--- config.mk ---
export PLATFORM = sky130hd
export DESIGN_NAME = stream_pack_upsizer
export DESIGN_NICKNAME = d
export VERILOG_FILES = /design/src/rtl/stream_pack_upsizer.sv
export SDC_FILE = /design/constraint.sdc
export NUM_CORES = 1
export LEC_CHECK = 0
export CAP_MARGIN = 20
export CORE_UTILIZATION = 24
export CTS_CLUSTER_DIAMETER = 60
export DETAILED_ROUTE_END_ITERATION = 7
export PLACE_DENSITY_LB_ADDON = 0.12
export SYNTH_ARGS = -nofsm -noshare
export SYNTH_HDL_FRONTEND = slang
export SYNTH_SLANG_ARGS = --single-unit
--- constraint.sdc ---
create_clock -name clk_i -period 2.3 [get_ports clk_i]
set_input_delay 0.46 -clock clk_i [delete_from_list [all_inputs] [get_ports clk_i]]
set_output_delay 0.46 -clock clk_i [all_outputs]
set_load 0.02 [all_outputs]
--- src/rtl/stream_pack_upsizer.sv ---
// stream_pack_upsizer: packs up to Ratio narrow beats into one wide word.
// The word sits upstream of a slow two-phase CDC source port, so each
// handshake there carries Ratio beats instead of one.
//
// Ports:
//   clk_i, rst_ni        clock, async active-low reset
//   clr_i                sync clear, drops all buffered state
//   in_data_i/last/valid narrow input stream, in_ready_o back-pressure
//   out_data_o           packed word, slot k at [k*NarrowWidth +: NarrowWidth]
//   out_strb_o           per-slot valid mask (contiguous from bit 0)
//   out_last_o           word holds the packet's last beat
//   out_valid_o/ready_i  wide output handshake
//
// in_ready_o depends only on registers, so there is no combinational path
// from out_ready_i back to the input side.

// One accumulator slot: holds one beat plus its strobe bit.
module stream_pack_upsizer_slot #(
  parameter int unsigned W = 8
) (
  input  logic         clk_i,
  input  logic         rst_ni,
  input  logic         clr_i,
  input  logic         wr_i,
  input  logic [W-1:0] data_i,
  output logic [W-1:0] data_o,
  output logic         strb_o
);
  always_ff @(posedge clk_i or negedge rst_ni) begin
    if (!rst_ni) begin
      data_o <= '0;
      strb_o <= 1'b0;
    end else if (clr_i) begin
      data_o <= '0;
      strb_o <= 1'b0;
    end else if (wr_i) begin
      data_o <= data_i;
      strb_o <= 1'b1;
    end
  end
endmodule

module stream_pack_upsizer #(
  parameter int unsigned NarrowWidth = 8,
  parameter int unsigned Ratio       = 4,
  parameter int unsigned CntWidth    = $clog2(Ratio)
) (
  input  logic                         clk_i,
  input  logic                         rst_ni,
  input  logic                         clr_i,
  input  logic [NarrowWidth-1:0]       in_data_i,
  input  logic                         in_last_i,
  input  logic                         in_valid_i,
  output logic                         in_ready_o,
  output logic [NarrowWidth*Ratio-1:0] out_data_o,
  output logic [Ratio-1:0]             out_strb_o,
  output logic                         out_last_o,
  output logic                         out_valid_o,
  input  logic                         out_ready_i
);
  typedef logic [Ratio-1:0][NarrowWidth-1:0] word_t;

  // accumulator
  word_t               slot_data;
  logic [Ratio-1:0]    slot_strb;
  logic [Ratio-1:0]    slot_wr;
  logic                acc_last;
  logic                acc_done;
  logic [CntWidth-1:0] cnt;

  // output register
  word_t               out_data;
  logic [Ratio-1:0]    out_strb;
  logic                out_last;
  logic                out_valid;

  // merged view: accumulator with the current beat already in its slot
  word_t               mrg_data;
  logic [Ratio-1:0]    mrg_strb;
  logic                mrg_last;

  logic accept, completing, out_free, load_beat, load_acc, load;

  assign in_ready_o = ~acc_done;
  assign accept     = in_valid_i & in_ready_o & ~clr_i;
  assign completing = accept & ((cnt == CntWidth'(Ratio-1)) | in_last_i);
  assign out_free   = ~out_valid | out_ready_i;
  // load_beat and load_acc are exclusive: acc_done blocks accept.
  assign load_beat  = completing & out_free;
  assign load_acc   = acc_done & out_free & ~clr_i;
  assign load       = load_beat | load_acc;

  for (genvar k = 0; k < Ratio; k++) begin : g_slot
    assign slot_wr[k]  = accept & (cnt == CntWidth'(k));
    assign mrg_data[k] = slot_wr[k] ? in_data_i : slot_data[k];
    assign mrg_strb[k] = slot_wr[k] | slot_strb[k];

    // Clearing on load wins over the write: a beat that completes a word
    // bypasses the slot straight into the output register.
    stream_pack_upsizer_slot #(.W(NarrowWidth)) u_slot (
      .clk_i  (clk_i),
      .rst_ni (rst_ni),
      .clr_i  (clr_i | load),
      .wr_i   (slot_wr[k]),
      .data_i (in_data_i),
      .data_o (slot_data[k]),
      .strb_o (slot_strb[k])
    );
  end

  assign mrg_last = acc_last | (accept & in_last_i);

  always_ff @(posedge clk_i or negedge rst_ni) begin
    if (!rst_ni) begin
      cnt      <= '0;
      acc_last <= 1'b0;
      acc_done <= 1'b0;
    end else if (clr_i) begin
      cnt      <= '0;
      acc_last <= 1'b0;
      acc_done <= 1'b0;
    end else begin
      if (accept) cnt <= completing ? '0 : cnt + CntWidth'(1);
      if (load)                       acc_last <= 1'b0;
      else if (accept & in_last_i)    acc_last <= 1'b1;
      if (load_acc)                   acc_done <= 1'b0;
      else if (completing & ~out_free) acc_done <= 1'b1;
    end
  end

  always_ff @(posedge clk_i or negedge rst_ni) begin
    if (!rst_ni) begin
      out_data  <= '0;
      out_strb  <= '0;
      out_last  <= 1'b0;
      out_valid <= 1'b0;
    end else if (clr_i) begin
      out_data  <= '0;
      out_strb  <= '0;
      out_last  <= 1'b0;
      out_valid <= 1'b0;
    end else if (load) begin
      out_data  <= mrg_data;
      out_strb  <= mrg_strb;
      out_last  <= mrg_last;
      out_valid <= 1'b1;
    end else if (out_valid & out_ready_i) begin
      out_valid <= 1'b0;
    end
  end

  assign out_data_o  = out_data;
  assign out_strb_o  = out_strb;
  assign out_last_o  = out_last;
  assign out_valid_o = out_valid;
endmodule

### After elaboration in Yosys (flattened, before gate mapping)

Cells that the tools add are included.

| cells by class | value |
|---|---|
| bitwise logic cells | 26 |
| reduce and logical (&&, ||, !) cells | 10 |
| muxes and demuxes | 34 |
| eq/ne operators | 3 |
| $add $sub $neg | 1 |

Operators with widths:

| operator | count |
|---|---|
| $mux 32 | 2 |
| $mux 8 | 8 |
| $mux 1 | 19 |
| $and 1x1->1 | 13 |
| $reduce_bool 2->1 | 6 |
| $or 1x1->1 | 9 |
| $reduce_bool 3->1 | 3 |
| $mux 4 | 2 |
| $mux 2 | 3 |
| $eq 2x2->1 const B | 2 |
| $not 1->1 | 4 |
| $add 2x1->2 const B | 1 |
| $eq 2x1->1 const B | 1 |
| $logic_not 2->1 | 1 |

| storage, ports and cells | value |
|---|---|
| register bits | 78 |
| word-level logic and storage cells | 92 |

### Depth between registers and ports, before layout

| logic depth | value |
|---|---|
| word-level depth | 8 |
| depth in mapped cells | 6 |

### Hierarchy

Synthesis repeated with hierarchy kept, for this count alone.

| unflattened totals | value |
|---|---|
| cell total of the unflattened synthesis | 312 |
| area total of the unflattened synthesis | 3724.8 um^2 |

By module, submodules not included:

| module | area each (um^2) | instances | cells an instance | seq. area each (um^2) |
|---|---|---|---|---|
| stream_pack_upsizer | 2293.4 | 1 | 196 | 1051.0 |
| stream_pack_upsizer_slot | 357.8 | 4 | 29 | 225.2 |

### Least setup slack after synthesis

No wires, ideal clock.

| path | value |
|---|---|
| path kind | register -> register |
| start point | reg cnt[0] |
| end point | reg out_data, in the netlist out_data_o[0] |
| arrival | 1591 ps |
| setup slack | 559 ps |
| buffers on the path | 2 |
| cell stages (with the launch flop) | 7 |
| clock period less this slack | 1741 ps |
| cell sequence | dfrtp_1 -> ha_1 -> or3_4 -> buf_2 -> buf_2 -> a31oi_1 -> a211oi_2 |

| on the way | value |
|---|---|
| cells in the longest elaborated chain, start to end | 6 |
| elaborated cells between the ends (all ways) | 11 |
| classes of those cells | 1 x eq/ne; 3 x mux; 5 x bitwise; 2 x reduce/logical |

Ends and longest elaborated chain:

| element | RTL line | RTL |
|---|---|---|
| from (decl) | 69 | `logic [CntWidth-1:0] cnt;` |
| from (signal assigned) | 123 | `if (accept) cnt <= completing ? '0 : cnt + CntWidth'(1);` |
| $eq 2x2->1 | 86 | `assign completing = accept & ((cnt == CntWidth'(Ratio-1)) \| in_last_i);` |
| $or 1x1->1 | 86 |  |
| $and 1x1->1 | 86 |  |
| $and 1x1->1 | 89 | `assign load_beat = completing & out_free;` |
| $or 1x1->1 | 91 | `assign load = load_beat \| load_acc;` |
| $reduce_bool 2->1 (no source line) | -- |  |
| to (signal assigned) | 143 | `out_data <= mrg_data;` |
| to (decl) | 72 | `word_t out_data;` |

Several ways; a longest one is shown, not always the timed one. The select of a mux whose other input is x is not followed.
A chain may end at the register's enable or synchronous reset.

### Worst setup path in the final report

| path | value |
|---|---|
| start point | reg acc_done |
| end point | out in_ready_o |

| on the way | value |
|---|---|
| cells in the longest elaborated chain, start to end | 1 |

Ends and longest elaborated chain:

| element | RTL line | RTL |
|---|---|---|
| from (decl) | 68 | `logic acc_done;` |
| from (signal assigned) | 117 | `acc_done <= 1'b0;` |
| from (signal assigned) | 121 | `acc_done <= 1'b0;` |
| from (signal assigned) | 126 | `if (load_acc) acc_done <= 1'b0;` |
| $not 1->1 | 84 | `assign in_ready_o = ~acc_done;` |
| to (decl) | 54 | `output logic in_ready_o,` |

No other way between the ends.

==> metrics <==
data required time at the worst endpoint 1840 ps; peak per-stage delay on the critical path 610 ps; highest ir drop seen on vdd 0.322 mV; post-synth design cell area 0.00353 mm^2; post-synthesis cell count 288; count of buffering cells on the critical path with inverters included 2; multi-input gate area in the final layout 0.00141 mm^2; DRC violations left 0; proportion of total power due to net switching 26.2%; core region area 0.0141 mm^2; data arrival time of the worst path 1570 ps; most instantiated cells after synthesis dfrtp_1 (78), nor2_1 (38), a31oi_1 (37), a211oi_2 (36), mux2i_1 (32); global route total overflow 0; global-route wire length before repair 15.2 mm; number of optimization iterations in the first detailed-route pass 4; Highest Clock Rate 494 MHz; ratio of final minimum period to clock period 88.1%; vertical die dimension 123 um; count of hold buffers inserted by post-cts repair 0; Final Routed Wirelength 9.51 mm; power dissipated by switching net loads 0.000881 W; clock power share 42.7%; maxcap violations 0; worst-path maximum fanout 9; area of the die 0.0152 mm^2; status finished clean; net count after synthesis 306; number of distinct library cells after synthesis 28; effective utilization at floorplan 25.1%; asr flop ratio synth 100%; synth top area cells dfrtp_1 (55%), a211oi_2 (13%), mux2i_1 (9.1%); total power per unit cell area 732 mW/mm^2; count of final setup violators 0; number of antenna violations at the first check in global routing 0; Critical Setup Path Class register to primary output; top-area cell type share of the netlist area 55.2%; number of placement rows 43; Post-synth EDFFs 0; clock latency on the worst-skew pair 330 ps; internal power 0.00249 W; clock period minus final worst setup slack 2030 ps; Post-DP HPWL 6.14 mm; Worst setup SP type register; clock tree from TritonCTS built; part of the power in combinational logic 14.0%; Pleak 1.81 nW; count of routing violations after the opening detailed-route iteration 210; setup repair after global routing missed its margin false; number of buffers added by the clock tree synthesis step 9; RR Startpoint cnt[0]; Horiz. Die Dim 123 um; hold violation total from the final report 0; count of buffers added by post-CTS timing repair for setup 0; Gates resized, CTS repair 0; count of yosys warnings during synthesis 0; io pins 53; synthesized area per cell 12.3 um^2; Clock Pin Slew Worst Setup and Hold Paths 60 ps; Storage cell area 0.00195 mm^2; Post-Place Cell Area 0.00430 mm^2; Post-layout nets 357; ratio of cells with drive above 1 in the final layout 23.3%; final sum of negative setup slack 0 ps; number of buffers added on ports 52; Longest Clk Path Bufs 2; measured slew at the worst slew-check pin 739 ps; root buffer selected by CTS clkbuf_16; Layout fillers 1428; fraction of the yosys area taken by sequential cells 55.2%; most frequently used flop master after synthesis dfrtp_1; part of the power in registers 43.3%; Overall Global Routing Usage 13.5%; cell family with the largest share of critical-path delay buffers and inverters; cell with the largest stage delay on the worst path clkdlybuf4s50_1; vias after detailed routing 2467; worst clock skew 6.85 ps; Non-Filler Cell Area, Final 0.00460 mm^2; most common cell in the synthesized netlist dfrtp_1; endpoint kind of the worst setup timing path primary output; vias in the first global route 2592; CTS H-tree depth 3; Reg2Reg Setup Slack 360 ps; largest net degree at the start of global routing 34; Seq cells post-synth 78; headroom to the max-slew limit 50.7%; final count of pins violating max slew 0; gp weighted congestion 0.696; worst hold slack 58.3 ps; Critical Path Source acc_done; area delta synth->final 30.1%; antenna fix cells 0; class of the most critical hold timing path input port to asynchronous set/reset pin; # clock sinks 78; cell taking the most area after synthesis dfrtp_1; post-detailed-route wirelength per cell 18.1 um; Vias per Instance 4.71; Antenna Nets Post-Route 0; cell chain of the critical path inv_1 -> clkdlybuf4s50_1
[layout make-up]
class | instances | area share (%)
tap | 180 | 4.90
clock inverter | 6 | 1.33
timing repair buffer | 70 | 15.2
inverter | 4 | 0.327
clock buffer | 10 | 5.20
multi-input combinational | 176 | 30.6
sequential | 78 | 42.5
[registers in the layout, indices dropped and copies added (netlist names)]
| register | count |
|---|---|
| out_data_o | 32 |
| out_strb_o | 4 |
| g_slot.u_slot.strb_o | 4 |
| out_valid_o | 1 |
| cnt | 2 |
| g_slot.u_slot.data_o | 32 |
| acc_done | 1 |
| out_last_o | 1 |
| acc_last | 1 |
[power groups by stage]
stage	combinational [W]	sequential, W	clock (W)
global route	0.000513	0.00146	0.00155
floorplan	0.000216	0.00153	0
CTS	0.000480	0.00146	0.00149
detailed placement	0.000478	0.00148	0
finish	0.000472	0.00146	0.00144
global placement	0.000475	0.00148	0
[kinds of logic after synthesis]
logic type / Yosys count / synth area share (%)
flops: 78 / 55.2
fa+ha+maj: 4 / 1.42
mux: 32 / 9.06
buf+inv: 34 / 5.38
simple gates: 51 / 6.94
compound gates: 89 / 22.0
[placed cells by master (no fill, tap or decap)]
| cell | instances |
|---|---|
| dfrtp_1 | 78 |
| clkdlybuf4s50_1 | 50 |
| nor2_1 | 38 |
| a31oi_1 | 37 |
| a211oi_2 | 36 |
| mux2i_1 | 32 |
| buf_4 | 15 |
| a21oi_1 | 10 |
| clkbuf_16 | 9 |
| ha_1 | 4 |
| buf_12 | 4 |
| inv_1 | 3 |
| clkinv_2 | 3 |
| nor4bb_2 | 2 |
| nand2b_1 | 2 |
| and4bb_2 | 2 |
| a211oi_1 | 2 |
| nand2_1 | 2 |
| or3_4 | 1 |
| or2_2 | 1 |
| a31o_2 | 1 |
| clkinv_1 | 1 |
| and3_2 | 1 |
| a41oi_1 | 1 |
| o21ai_0 | 1 |
| nor4b_1 | 1 |
| a22oi_1 | 1 |
| nand3_1 | 1 |
| clkbuf_8 | 1 |
| clkinv_4 | 1 |
| bufinv_16 | 1 |
| clkinvlp_4 | 1 |
| buf_2 | 1 |
[metal layers]
metal | track usage, % | wire length, um
met5 | 0 | 0
met4 | 4.29 | 95
met3 | 3.04 | 278
met2 | 20.1 | 4280
met1 | 19.3 | 4850
[per-stage QoR]
step                total power, W  setup WS [ps]  instances  utilization, %
floorplan                  0.00174            559        288               -
global placement           0.00196            146        508            30.5
detailed placement         0.00196            109        508            30.5
CTS                        0.00343            251        524            32.6
global route               0.00352            210        524            32.6
finish                     0.00337            274        524            32.6
[final timing paths]
check / endpoint / cells after the start
max: in_ready_o / 2
min in group clk_i: cnt[1] / 2
min reg2reg: acc_last / 2
max in group asynchronous: out_strb_o[2] / 2
max reg2reg: out_data_o[16] / 5
min: out_data_o[23] / 1
Note: power is estimated with default switching activity, not from simulation.
